**src/rtl/rc4_prga_decryptor.sv**
```systemverilog
// RC4 PRGA stage: swaps S in place, XORs keystream with ciphertext, writes plaintext.
// Optional build macro RC4_EARLY_ABORT_EN stops the run at the first non-text byte.
module rc4_prga_decryptor #(
  parameter int MSG_LEN = 32,
  parameter int DATA_W  = 8,
  parameter int ADDR_W  = 8,
  localparam int MSG_AW = (MSG_LEN > 1) ? $clog2(MSG_LEN) : 1
) (
  input  logic              clk,
  input  logic              reset,
  input  logic              start,
  output logic              busy,
  output logic              done,
  output logic              valid,
  output logic [ADDR_W-1:0] s_addr,
  output logic [DATA_W-1:0] s_wdata,
  output logic              s_we,
  input  logic [DATA_W-1:0] s_rdata,
  output logic [MSG_AW-1:0] msg_addr,
  input  logic [DATA_W-1:0] msg_rdata,
  output logic [MSG_AW-1:0] out_addr,
  output logic [DATA_W-1:0] out_wdata,
  output logic              out_we
);

  typedef enum logic [3:0] {
    IDLE, RD_SI, WT_SI, RD_SJ, WT_SJ, WR_SI, WR_SJ, RD_F, WT_F, WR_OUT, DONE
  } state_t;

  state_t state_q, state_d;
  logic [ADDR_W-1:0] i_q, i_d, j_q, j_d;
  logic [MSG_AW-1:0] k_q, k_d;
  logic [DATA_W-1:0] si_q, si_d, sj_q, sj_d, f_q, f_d, c_q, c_d;
  logic              valid_q, valid_d;
  logic [DATA_W-1:0] plain;
  logic              byte_ok, last_byte;

  function automatic logic is_text(input logic [DATA_W-1:0] b);
    return ((b >= DATA_W'(8'h61)) && (b <= DATA_W'(8'h7A))) || (b == DATA_W'(8'h20));
  endfunction

  assign plain     = f_q ^ c_q;
  assign byte_ok   = is_text(plain);
  assign last_byte = (k_q == MSG_AW'(MSG_LEN - 1));
  assign valid     = valid_q;

  always_ff @(posedge clk) begin
    if (reset) begin
      state_q <= IDLE;
      i_q     <= '0;
      j_q     <= '0;
      k_q     <= '0;
      si_q    <= '0;
      sj_q    <= '0;
      f_q     <= '0;
      c_q     <= '0;
      valid_q <= 1'b1;
    end else begin
      state_q <= state_d;
      i_q     <= i_d;
      j_q     <= j_d;
      k_q     <= k_d;
      si_q    <= si_d;
      sj_q    <= sj_d;
      f_q     <= f_d;
      c_q     <= c_d;
      valid_q <= valid_d;
    end
  end

  always_comb begin
    state_d   = state_q;
    i_d       = i_q;
    j_d       = j_q;
    k_d       = k_q;
    si_d      = si_q;
    sj_d      = sj_q;
    f_d       = f_q;
    c_d       = c_q;
    valid_d   = valid_q;
    busy      = (state_q != IDLE);
    done      = 1'b0;
    s_addr    = '0;
    s_wdata   = '0;
    s_we      = 1'b0;
    msg_addr  = '0;
    out_addr  = '0;
    out_wdata = '0;
    out_we    = 1'b0;
    case (state_q)
      IDLE: begin
        if (start) begin
          i_d     = ADDR_W'(1);
          j_d     = '0;
          k_d     = '0;
          valid_d = 1'b1;
          state_d = RD_SI;
        end
      end
      RD_SI: begin
        s_addr  = i_q;
        state_d = WT_SI;
      end
      WT_SI: begin
        si_d    = s_rdata;
        j_d     = j_q + ADDR_W'(s_rdata);
        state_d = RD_SJ;
      end
      RD_SJ: begin
        s_addr  = j_q;
        state_d = WT_SJ;
      end
      WT_SJ: begin
        sj_d    = s_rdata;
        state_d = WR_SI;
      end
      // When i==j both writes carry the same byte, so the swap degenerates cleanly.
      WR_SI: begin
        s_addr  = i_q;
        s_wdata = sj_q;
        s_we    = 1'b1;
        state_d = WR_SJ;
      end
      WR_SJ: begin
        s_addr  = j_q;
        s_wdata = si_q;
        s_we    = 1'b1;
        state_d = RD_F;
      end
      RD_F: begin
        s_addr   = ADDR_W'(si_q + sj_q);
        msg_addr = k_q;
        state_d  = WT_F;
      end
      WT_F: begin
        f_d     = s_rdata;
        c_d     = msg_rdata;
        state_d = WR_OUT;
      end
      WR_OUT: begin
        out_addr  = k_q;
        out_wdata = plain;
        out_we    = 1'b1;
        if (!byte_ok) valid_d = 1'b0;
`ifdef RC4_EARLY_ABORT_EN
        if (last_byte || !byte_ok) begin
`else
        if (last_byte) begin
`endif
          state_d = DONE;
        end else begin
          i_d     = i_q + ADDR_W'(1);
          k_d     = k_q + MSG_AW'(1);
          state_d = RD_SI;
        end
      end
      DONE: begin
        done    = 1'b1;
        state_d = IDLE;
      end
      default: state_d = IDLE;
    endcase
  end

endmodule

```
**config.mk**
```make
export PLATFORM = sky130hd
export DESIGN_NAME = rc4_prga_decryptor
export DESIGN_NICKNAME = d
export VERILOG_FILES = /design/src/rtl/rc4_prga_decryptor.sv
export SDC_FILE = /design/constraint.sdc
export NUM_CORES = 1
export LEC_CHECK = 0
export ABC_AREA = 1
export CORE_UTILIZATION = 42
export CTS_BUF_LIST = sky130_fd_sc_hd__clkbuf_8 sky130_fd_sc_hd__clkbuf_16
export DETAILED_ROUTE_END_ITERATION = 8
export HOLD_SLACK_MARGIN = 0.12
export PLACE_DENSITY = 0.7
export SLEW_MARGIN = 10
export SYNTH_ARGS = -nofsm -noshare
export SYNTH_HDL_FRONTEND = slang
export SYNTH_SLANG_ARGS = --single-unit
```
**constraint.sdc**
```tcl
create_clock -name clk -period 1.84 [get_ports clk]
set_input_delay 0.276 -clock clk [delete_from_list [all_inputs] [get_ports clk]]
set_output_delay 0.276 -clock clk [all_outputs]
set_load 0.005 [all_outputs]
```
# Word-level counts from Yosys, hierarchy flattened
# Cells that the tools add are included.
# word_totals
ff_bits,58
inputBits,19
out_inout_bits,39
word_cells,65
# classes
add_sub_neg,4
magnitude_cmp,2
n_eq_ne,15
n_mux,22
bitwise_logic,1
n_reduce_logical,12
# ops
op,count
case mux 8 bit (2 select lines),3
case mux 4 bit (10 select lines),1
2-to-1 mux 8 bit,4
case mux 8 bit (3 select lines),1
2-to-1 mux 5 bit,4
adder 8 bit,2
"== test 4 x 3 -> 1 bit, second input constant",4
"== test 4 bit, second input constant",3
case mux 5 bit (2 select lines),1
"adder 8 x 1 -> 8 bit, second input constant",1
"== test 4 x 2 -> 1 bit, second input constant",2
"== test 8 x 6 -> 1 bit, second input constant",1
"greater-or-equal comparator 8 x 7 -> 1 bit, second input constant",1
"less-or-equal comparator 8 x 7 -> 1 bit, second input constant",1
2-to-1 mux 4 bit,2
bitwise XOR 8 bit,1
"inequality test 2 bit, second input constant",3
AND reduction 3 bit,2
OR reduction 2 bit,3
"adder 5 x 1 -> 5 bit, second input constant",1
"== test 5 bit, second input constant",1
2-to-1 mux 1 bit,5
"== test 4 x 1 -> 1 bit, second input constant",1
logical NOT 4 bit,1
6 further kinds,7

# Depth between registers and ports, before layout
# Gate-level depths: netlist of the first run.
# logic_depth
ltp_word,6
depth_mapped,13
ltp_nobuf,13

# Least setup slack after synthesis of the first run
# OpenSTA, ideal clock, no wires.
# synth_path
path_kind,reg-to-output
start,register si_q[0]
end,output s_addr[6]
t_arrival_ns,1.338
setup_slack_ns,0.226
path_stages_with_launch,10
n_path_buf,0
cell_sequence,dfxtp_1 -> ha_1 -> inv_1 -> fa_1 -> inv_1 -> nand4_1 -> nand3_1 -> a21oi_1 -> o21ai_0 -> nand2_1
# synth_via
elab_chain_len,2
# synth_lines
item,line_no,text
"start, declared",33,"logic [DATA_W-1:0] si_q, si_d, sj_q, sj_d, f_q, f_d, c_q, c_d;"
"start signal, assigned",63,si_q <= si_d;
adder 8 bit,131,s_addr = ADDR_W'(si_q + sj_q);
case mux 8 bit (3 select lines),90,case (state_q)
"end, declared",15,"output logic [ADDR_W-1:0] s_addr,"
# Every way passes these cells.

# Worst setup path in the final report of the first run
# layout_path
start,register si_q[1]
end,output s_addr[4]
# The elaborated chain is that of the path after synthesis.

==> flow_summary.yaml, run 1 <==
floorplanning:
  row_count: 32
  die_h_um: 91.2
  design.die.area_mm2: 0.00832
  die_x_um: 91.2
  core_area_mm2: 0.00773
  ioPinCount: 58
  start_util: 0.433
drt:
  vias: 3896
  drt_iter0_markers: 283
  drt-pass1-iter-count: 4
  routedWlPerCell_um: 15.6
  remaining_drc_errors: 0
  viasPerCell: 5.30
  wirelength_mm: 11.4
  ant_nets: 0
cells_and_area:
  drive_gt1_frac: 0.348
  area_delta_synth_final_pct: 53.9
  fin_area_mm2: 0.00515
  n_fill_cell: 639
  antenna_cells: 0
  fin_nets: 667
  final_cell_count_no_fill: 735
  final_core_util: 0.666
setup_path:
  criticalPathCategory: "reg -> out"
  critPathRequiredTime_ns: 1.56
  path_delay_family: "adder cells"
  worst_path_max_delay_cell: "fa_2"
  worstPathMaxFanout: 2
  path_buf_inv: 3
  cp-start-kind: "flop"
  rrSetupSlack_ns: 0.09
  slowest_delay_ns: 0.42
  path_cells: "inv_1 > fa_2 > buf_4 > nor2_4 > o21ai_1 > nand2_1 > o21ai_2 > buf_2"
  arrival_ns: 1.89
  endpoint_kind: "primary output"
logic_synthesis:
  synthTopCellsByArea: "dfxtp_1 (35%), nand2_1 (11%), nor2_1 (10%)"
  yosys_warnings: 0
  yosys_register_bits: 58
  synth_nets: 524
  synth_ff_type: "dfxtp_1"
  netlist_instances: 486
  yosys.area.top_type_share: 0.347
  async_flop_share: 0
  yosysMostFrequentCell: "nand2_1"
  yosysTopAreaCell: "dfxtp_1"
  syn_avg_cell_area_um2: 6.88
  yosysSeqAreaShare: 0.347
  ys_top_cells_by_count: "nand2_1 (96), nor2_1 (91), dfxtp_1 (58)"
  synth_area_mm2: 0.00334
  synth_cell_type_count: 36
  synth-edff-count: 0
sta:
  layout_setup_ws_ns: -0.330
  maxSlewHeadroom: 0.724
  worst-slew-pin-transition_ns: 0.411
  fin_crit_ns: 2.17
  period_share: 1.18
  skew_ns: 0.00592
  rsz0062_at_grt: "yes"
  finalSetupViolCount: 18
  fmax_ghz: 0.461
  slew_violations: 0
  hold_viol_final: 0
clock_network:
  cts_buffers: 9
  htree_levels: 3
  path_clk_slew_ns: 0.07
  clkLatencyLatePin_ns: 0.35
  clockBufferDepth: 2
  clkSinkCount: 58
  root_buffer: "clkbuf_8"
  tritoncts: "yes"
power:
  power.density_mw_per_mm2: 859
  ir_worst_vdd_mv: 0.435
  p_leak_nw: 2.33
  p_total_mw: 4.42
placed_design:
  post_dp_cell_area_mm2: 0.00447
  port_buffers: 57
  dp.cells: 695
  dp_hpwl_mm: 7.54
  gp_congestion: 0.858
run_status:
  violations: "setup timing"
  status: "finished with violations"
global_route:
  antenna_found_initial: 0
  grt_util_all_layers: 0.271
  overflow: 0
  grt_max_degree: 35
  grt_pass1_vias: 3701
  grt_pass1_wl_mm: 17.5
flow_run:
  max_cap_violations: 0
hold_path:
  hp-class: "reg -> reg"
## where the power goes
group / switching [mW] / internal (mW) / total, mW / leakage [nW]
Sequential: 0.125 / 1.39 / 1.52 / 0.476
Clock: 0.524 / 0.722 / 1.25 / 0.110
Combinational: 0.895 / 0.766 / 1.66 / 1.75
Total: 1.54 / 2.88 / 4.42 / 2.33
## cells by family after synthesis
| logic type | synth area share |
|---|---|
| AO/OA/AOI/OAI | 0.183 |
| adder cells (fa/ha/maj) | 0.0756 |
| AND/OR/NAND/NOR | 0.301 |
| flip-flops | 0.347 |
| XOR/XNOR | 0.0236 |
| buffers and inverters | 0.0703 |
## worst min-delay path, stage by stage, from the launching register on
cell and delay [ns]:
dfxtp_1 0.31, nand2_1 0.06, nand2_1 0.04
## area by class of cell
class	count	area, um2	area share
multi-input cells	368	2250	0.438
flip-flops and latches	58	1180	0.229
repair buffers	142	1180	0.229
inverters	50	201	0.0391
clock buffers	12	165	0.0321
well taps	102	128	0.0248
clock inverters	3	38.8	0.00754
## timing repair
action / 4_1_cts / 5_1_grt
hold endpoints to repair: 0 / 0
setup buffers: 16 / 12
endpoints found under the setup margin: 38 / 40
resized for setup: 192 / 66
pin swaps: 33 / 32
gates cloned: 1 / 0
hold buffers: 0 / 0
## state kept, by name (all words and copies together), names as in the netlist
name,count
c_q,8
f_q,8
i_q,8
j_q,8
k_q,5
si_q,8
sj_q,8
state_q,4
valid,1
## per-layer routing
layer | share of wire | vias up | GRT usage
li1 | - | 1891 | -
met5 | 0 | - | 0
met1 | 0.41 | 1823 | 0.325
met4 | 0.036 | 0 | 0.124
met2 | 0.49 | 149 | 0.460
met3 | 0.068 | 33 | 0.0595
## through the flow
stage | setup slack [ns] | setup TNS (ns) | hold WS [ns]
floorplan | 0.226 | 0 | 0.345
global placement | -0.283 | -2.95 | 0.432
detailed placement | -0.312 | -3.76 | 0.434
CTS | -0.273 | -1.91 | 0.447
global route | -0.429 | -3.88 | 0.470
finish | -0.330 | -2.45 | 0.444
## placed cells by master (no fill, tap or decap), types with 3 or more instances in the layout
| cell | instances |
|---|---|
| ha_4 | 6 |
| ha_1 | 10 |
| buf_2 | 25 |
| nand4_1 | 6 |
| nand3_2 | 3 |
| dfxtp_1 | 46 |
| buf_4 | 61 |
| clkbuf_2 | 10 |
| nor3_1 | 5 |
| o21ai_0 | 40 |
| xnor2_1 | 4 |
| o211ai_1 | 3 |
| buf_6 | 18 |
| dlygate4sd2_1 | 3 |
| nor2_4 | 21 |
| o21ai_1 | 4 |
| clkbuf_8 | 12 |
| a21oi_2 | 3 |
| nor2_1 | 75 |
| dfxtp_2 | 10 |
| nand2_2 | 8 |
| a32o_1 | 5 |
| buf_12 | 5 |
| nand2_1 | 89 |
| nand3_1 | 13 |
| a22oi_1 | 4 |
| xor2_1 | 5 |
| clkdlybuf4s50_1 | 19 |
| inv_1 | 37 |
| nand3b_1 | 3 |
| nor2_2 | 4 |
| a21oi_1 | 35 |
| inv_2 | 9 |
## path summary, 6_finish.rpt
path,start,end,cells past startpoint
max reg2reg,state_q[3],i_q[7],10
min,valid,valid,2
min reg2reg,valid,valid,2
max,si_q[1],s_addr[4],8
(Power assumes the default switching activity.)
==> inputs of run 2 (changes only) <==
- CORE_UTILIZATION: 42 -> 47
- PLACE_DENSITY: 0.7 -> 0.76
==> run 2 against run 1 <==
The flow still finishes with violations (setup timing). Combinational power barely moved. Die area fell by 10%. First-iteration DRC count rose by 15%. Critical endpoint is now s_addr[6].
==> flow_summary.yaml, run 2 (synthesis gave the netlist of run 1 again) <==
global_route:
  grt_use_met2: 0.521
  met1_usage: 0.371
  grt_max_degree: 32
  antenna_found_initial: 0
  overflow: 0
  grt_pass1_wl_mm: 17.3
  top_usage_layer: "met2"
  grt_pass1_vias: 3646
  grt_util_all_layers: 0.306
  met3_usage: 0.0571
sta:
  hold_viol_final: 0
  fmax_ghz: 0.464
  layout_setup_ws_ns: -0.317
  fin_crit_ns: 2.16
  maxSlewHeadroom: 0.757
  slew_violations: 0
  finalSetupViolCount: 12
  worst-slew-pin-transition_ns: 0.362
  period_share: 1.17
  skew_ns: 0.00954
  rsz0062_at_grt: "yes"
cells_and_area:
  layout_common_cells: "nand2_1 (86), nor2_1 (73), buf_4 (52)"
  final_cell_count_no_fill: 720
  final_core_util: 0.738
  fin_area_mm2: 0.00504
  fin_nets: 657
  area_delta_synth_final_pct: 50.8
  antenna_cells: 0
  final_common_cell: "nand2_1"
  drive_gt1_frac: 0.341
clock_network:
  cts_buffers: 9
  cts.hold.buffers_added: 0
  path_clk_slew_ns: 0.07
  clkSinkCount: 58
  clkLatencyLatePin_ns: 0.36
  clockBufferDepth: 2
  root_buffer: "clkbuf_8"
  htree_levels: 3
  tritoncts: "yes"
setup_path:
  criticalPathCategory: "reg -> out"
  endpoint_kind: "primary output"
  reg2reg_depth: 8
  cp-start-kind: "flop"
  reg2reg_to: "f_q[6]"
  critPathRequiredTime_ns: 1.56
  worstPathMaxFanout: 2
  rrSetupSlack_ns: 0.04
  arrival_ns: 1.88
  r2r-start: "state_q[0]"
floorplanning:
  core_area_mm2: 0.00683
  row_count: 30
  die_x_um: 86.4
  design.die.area_mm2: 0.00746
  ioPinCount: 58
  die_h_um: 86.4
  start_util: 0.490
hold_path:
  holdCritStartpoint: "valid"
  min_path_cells: 2
  hp-class: "reg -> reg"
  hold_end: "valid"
run_status:
  status: "finished with violations"
  violations: "setup timing"
power:
  p_leak_nw: 2.27
  switching_power_mw: 1.61
  swShare: 0.353
  clock_power_share: 0.307
  power.density_mw_per_mm2: 903
  p_seq_frac: 0.332
  ir_worst_vdd_mv: 0.532
  combPwrFrac: 0.361
  internal-power_mw: 2.95
  p_total_mw: 4.55
drt:
  ant_nets: 0
  drt_iter0_markers: 325
  drt-pass1-iter-count: 4
  wirelength_mm: 11.9
  remaining_drc_errors: 0
  vias: 3976
  viasPerCell: 5.52
  routedWlPerCell_um: 16.6
placed_design:
  place_ws_ns: -0.320
  port_buffers: 57
  dp.cells: 682
  gp_congestion: 0.906
  dp_hpwl_mm: 7.23
  post_dp_cell_area_mm2: 0.00442
flow_run:
  max_cap_violations: 0
[run 2: cell count changes in the layout (fill, tap and decap cells not counted), sizes merged]
cell	previous run	this run
buf	110	93
bufinv	1	2
clkinvlp	1	4
clkbuf	22	26
[run 2: timing repair]
action | in CTS | in global routing
endpoints found under the setup margin | 38 | 48
cloned | 0 | 3
pin swaps | 23 | 19
gates resized for setup | 165 | 71
setup buffers | 8 | 11
[run 2: worst max-delay path, cell delays in order (launching register included)]
cell	delay, ns
dfxtp_2	0.36
ha_4	0.14
inv_2	0.03
fa_2	0.35
inv_2	0.09
nand4_1	0.09
nand3_1	0.11
a21oi_1	0.06
o21ai_1	0.08
nand2_1	0.07
buf_2	0.13
[run 2: worst max path at each step]
stage,from,to,slack [ns],depth (start not counted)
detailed placement,si_q[0],s_addr[6],-0.32,10
floorplan,si_q[0],s_addr[6],0.23,9
finish,si_q[0],s_addr[6],-0.32,10
global route,si_q[0],s_addr[6],-0.40,10
global placement,si_q[0],s_addr[4],-0.29,7
CTS,sj_q[0],s_addr[6],-0.28,10
[run 2: stage by stage]
step,hold WS [ns],setup TNS (ns)
after global routing,0.487,-2.77
final,0.455,-1.75
after detailed placement,0.447,-3.20
after global placement,0.431,-2.84
after CTS,0.459,-1.73
after floorplan,0.345,0
[run 2: per-layer routing]
| layer | up-vias | part of all wire |
|---|---|---|
| met2 | 212 | 0.49 |
| met1 | 1845 | 0.39 |
| met5 | - | 0 |
| met4 | 0 | 0.045 |
| met3 | 46 | 0.074 |
| li1 | 1873 | - |
[run 2: layout make-up]
class,count,area [um2]
repair buffers,130,1080
well taps,96,120
clock inverters,5,77.6
inverters,50,195
multi-input cells,368,2230
repair inverters,2,15.0
fillers,504,1790
clock buffers,11,151
flip-flops and latches,58,1180
[run 2: power groups by stage]
stage / combinational [mW] / sequential, mW / clock [mW]
2_1_floorplan: 0.687 / 1.48 / 0
3_3_place_gp: 1.23 / 1.49 / 0
3_5_place_dp: 1.26 / 1.50 / 0
4_1_cts: 1.42 / 1.50 / 1.39
5_1_grt: 1.75 / 1.52 / 1.46
6_report: 1.64 / 1.51 / 1.40
==> inputs of run 3 (changes only) <==
- ABC_AREA: 1 -> default
- CORE_MARGIN: default -> 10
- SETUP_SLACK_MARGIN: default -> 0.1
==> run 3 against run 2 <==
The flow still finishes with violations (setup timing). Die area increased by 45%. Cell count decreased by 5.7%. Critical endpoint unchanged. Wire length increased by 14%. Global-route usage decreased by 8.3 points. Largest power group is now clock. Critical path type unchanged. Synthesized area decreased by 1.2%. Non-clock buffer count increased by 40. Sequential power decreased by 13%. Highest routed layer unchanged.
==> flow_summary.yaml, run 3 <==
logic_synthesis:
  ys_top_cells_by_count: "nand2_1 (76), dfxtp_1 (58), a21oi_1 (47)"
  yosysTopAreaCell: "dfxtp_1"
  yosysMostFrequentCell: "nand2_1"
  netlist_instances: 418
  synth_cell_type_count: 53
  yosys_warnings: 0
  syn_avg_cell_area_um2: 7.91
  synthTopCellsByArea: "dfxtp_1 (35%), nand2_1 (8.6%), a21oi_1 (7.1%)"
  yosysSeqAreaShare: 0.351
  synth_ff_type: "dfxtp_1"
  synth_area_mm2: 0.00330
  yosys_register_bits: 58
  yosys.area.top_type_share: 0.351
  async_flop_share: 0
  synth_nets: 456
  synth-edff-count: 0
floorplanning:
  row_count: 30
  die_h_um: 104
  core_area_mm2: 0.00683
  die_x_um: 104
  start_util: 0.484
  ioPinCount: 58
  design.die.area_mm2: 0.0108
hold_path:
  hp-class: "in -> reg"
power:
  p_total_mw: 3.36
  switching_power_mw: 0.941
  internal-power_mw: 2.41
  power.density_mw_per_mm2: 620
  ir_worst_vdd_mv: 0.473
  combPwrFrac: 0.207
  p_seq_frac: 0.392
  swShare: 0.281
  clock_power_share: 0.401
  p_leak_nw: 2.24
sta:
  worst-slew-pin-transition_ns: 0.452
  finalSetupViolCount: 29
  maxSlewHeadroom: 0.696
  slew_violations: 0
  skew_ns: 0.00917
  rsz0062_at_grt: "yes"
  period_share: 1.35
  hold_viol_final: 0
  fin_crit_ns: 2.49
  fmax_ghz: 0.402
  layout_setup_ws_ns: -0.646
  setup_tns_ns: -5.38
clock_network:
  htree_levels: 3
  clockBufferDepth: 2
  cts_buffers: 9
  clkSinkCount: 58
  root_buffer: "clkbuf_8"
  path_clk_slew_ns: 0.07
  cts.hold.buffers_added: 0
  tritoncts: "yes"
  clkLatencyLatePin_ns: 0.36
setup_path:
  worstPathMaxFanout: 2
  arrival_ns: 2.21
  criticalPathCategory: "reg -> out"
  cp-start-kind: "flop"
  endpoint_kind: "primary output"
  critPathRequiredTime_ns: 1.56
global_route:
  grt_pass1_vias: 3998
  overflow: 0
  grt_max_degree: 31
  antenna_found_initial: 0
  grt_pass1_wl_mm: 19.9
  grt_util_all_layers: 0.222
drt:
  viasPerCell: 5.83
  routedWlPerCell_um: 20.0
  wirelength_mm: 13.6
  drt-pass1-iter-count: 5
  remaining_drc_errors: 0
  ant_nets: 0
  drt_iter0_markers: 304
  vias: 3960
flow_run:
  max_cap_violations: 0
cells_and_area:
  final_common_cell: "buf_4"
  final_cell_count_no_fill: 679
  antenna_cells: 0
  drive_gt1_frac: 0.448
  area_delta_synth_final_pct: 63.7
  layout_common_cells: "buf_4 (73), nand2_1 (72), dfxtp_1 (44)"
  fin_nets: 616
placed_design:
  dp.cells: 616
  port_buffers: 57
  place_ws_ns: -0.497
  dp_hpwl_mm: 7.52
  gp_congestion: 0.852
run_status:
  violations: "setup timing"
  status: "finished with violations"
## run 3: critical path, stage by stage (launching register included)
cell,delay (ns)
dfxtp_2,0.36
ha_4,0.14
inv_2,0.03
fa_2,0.34
nor2b_1,0.13
o21ai_1,0.08
nand2b_1,0.11
buf_4,0.13
a21oi_2,0.05
mux2i_1,0.20
o211ai_1,0.12
buf_2,0.14
## run 3: kinds of logic (layout without fill, tap and decap cells)
group | Yosys count | count (layout) | share of synthesized area
and+or+nand+nor | 181 | 181 | 0.257
AOI/OAI and AO/OA | 103 | 103 | 0.197
DFF | 58 | 58 | 0.351
buffers and inverters | 29 | 194 | 0.0443
xor gates and xnor gates | 27 | 27 | 0.0716
adders and majority gates | 19 | 19 | 0.0765
muxes | 1 | 1 | 0.00303
## run 3: timing repair
item / in CTS / in global routing
cloned: 2 / 1
endpoints found under the setup margin: 52 / 89
pin swaps: 43 / 31
buffers inserted: 33 / 14
gates resized for setup: 259 / 59
## run 3: final timing paths
kind	startpoint	end	slack, ns	cells past startpoint
max	si_q[0]	s_addr[6]	-0.65	11
min	s_rdata[2]	si_q[2]	0.40	4
max reg2reg	j_q[0]	j_q[6]	0.06	8
min reg2reg	f_q[7]	f_q[7]	0.47	2
## run 3: through the flow
step	instance area (um2)	hold WS (ns)	util
2_1_floorplan	3320	0.412	-
3_3_place_gp	4400	0.457	0.644
3_5_place_dp	4400	0.460	0.644
4_1_cts	5110	0.468	0.748
5_1_grt	5410	0.430	0.792
6_report	5410	0.401	0.792
## run 3: layer usage
metal / GRT usage / vias up / wire (um)
met2: 0.381 / 255 / 6780
met1: 0.248 / 1876 / 5100
met3: 0.0564 / 52 / 999
met5: 0 / - / 0
met4: 0.115 / 0 / 682
li1: - / 1777 / -
## run 3: power by group through the flow
| stage | clock network [mW] | registers, mW | logic (mW) |
|---|---|---|---|
| after global placement | 0 | 1.34 | 0.445 |
| after floorplan | 0 | 1.33 | 0.232 |
| final | 1.35 | 1.31 | 0.694 |
| after detailed placement | 0 | 1.34 | 0.456 |
| after CTS | 1.33 | 1.31 | 0.598 |
| after global routing | 1.40 | 1.32 | 0.722 |
## run 3: area by class of cell
type                       count  area (um2)
clock inverter                 6        81.3
inverter                       8        35.0
timing repair buffer         170        1480
fill                         426        1420
sequential                    58        1190
clock buffer                  10         138
multi-input combinational    331        2370
tap                           96         120
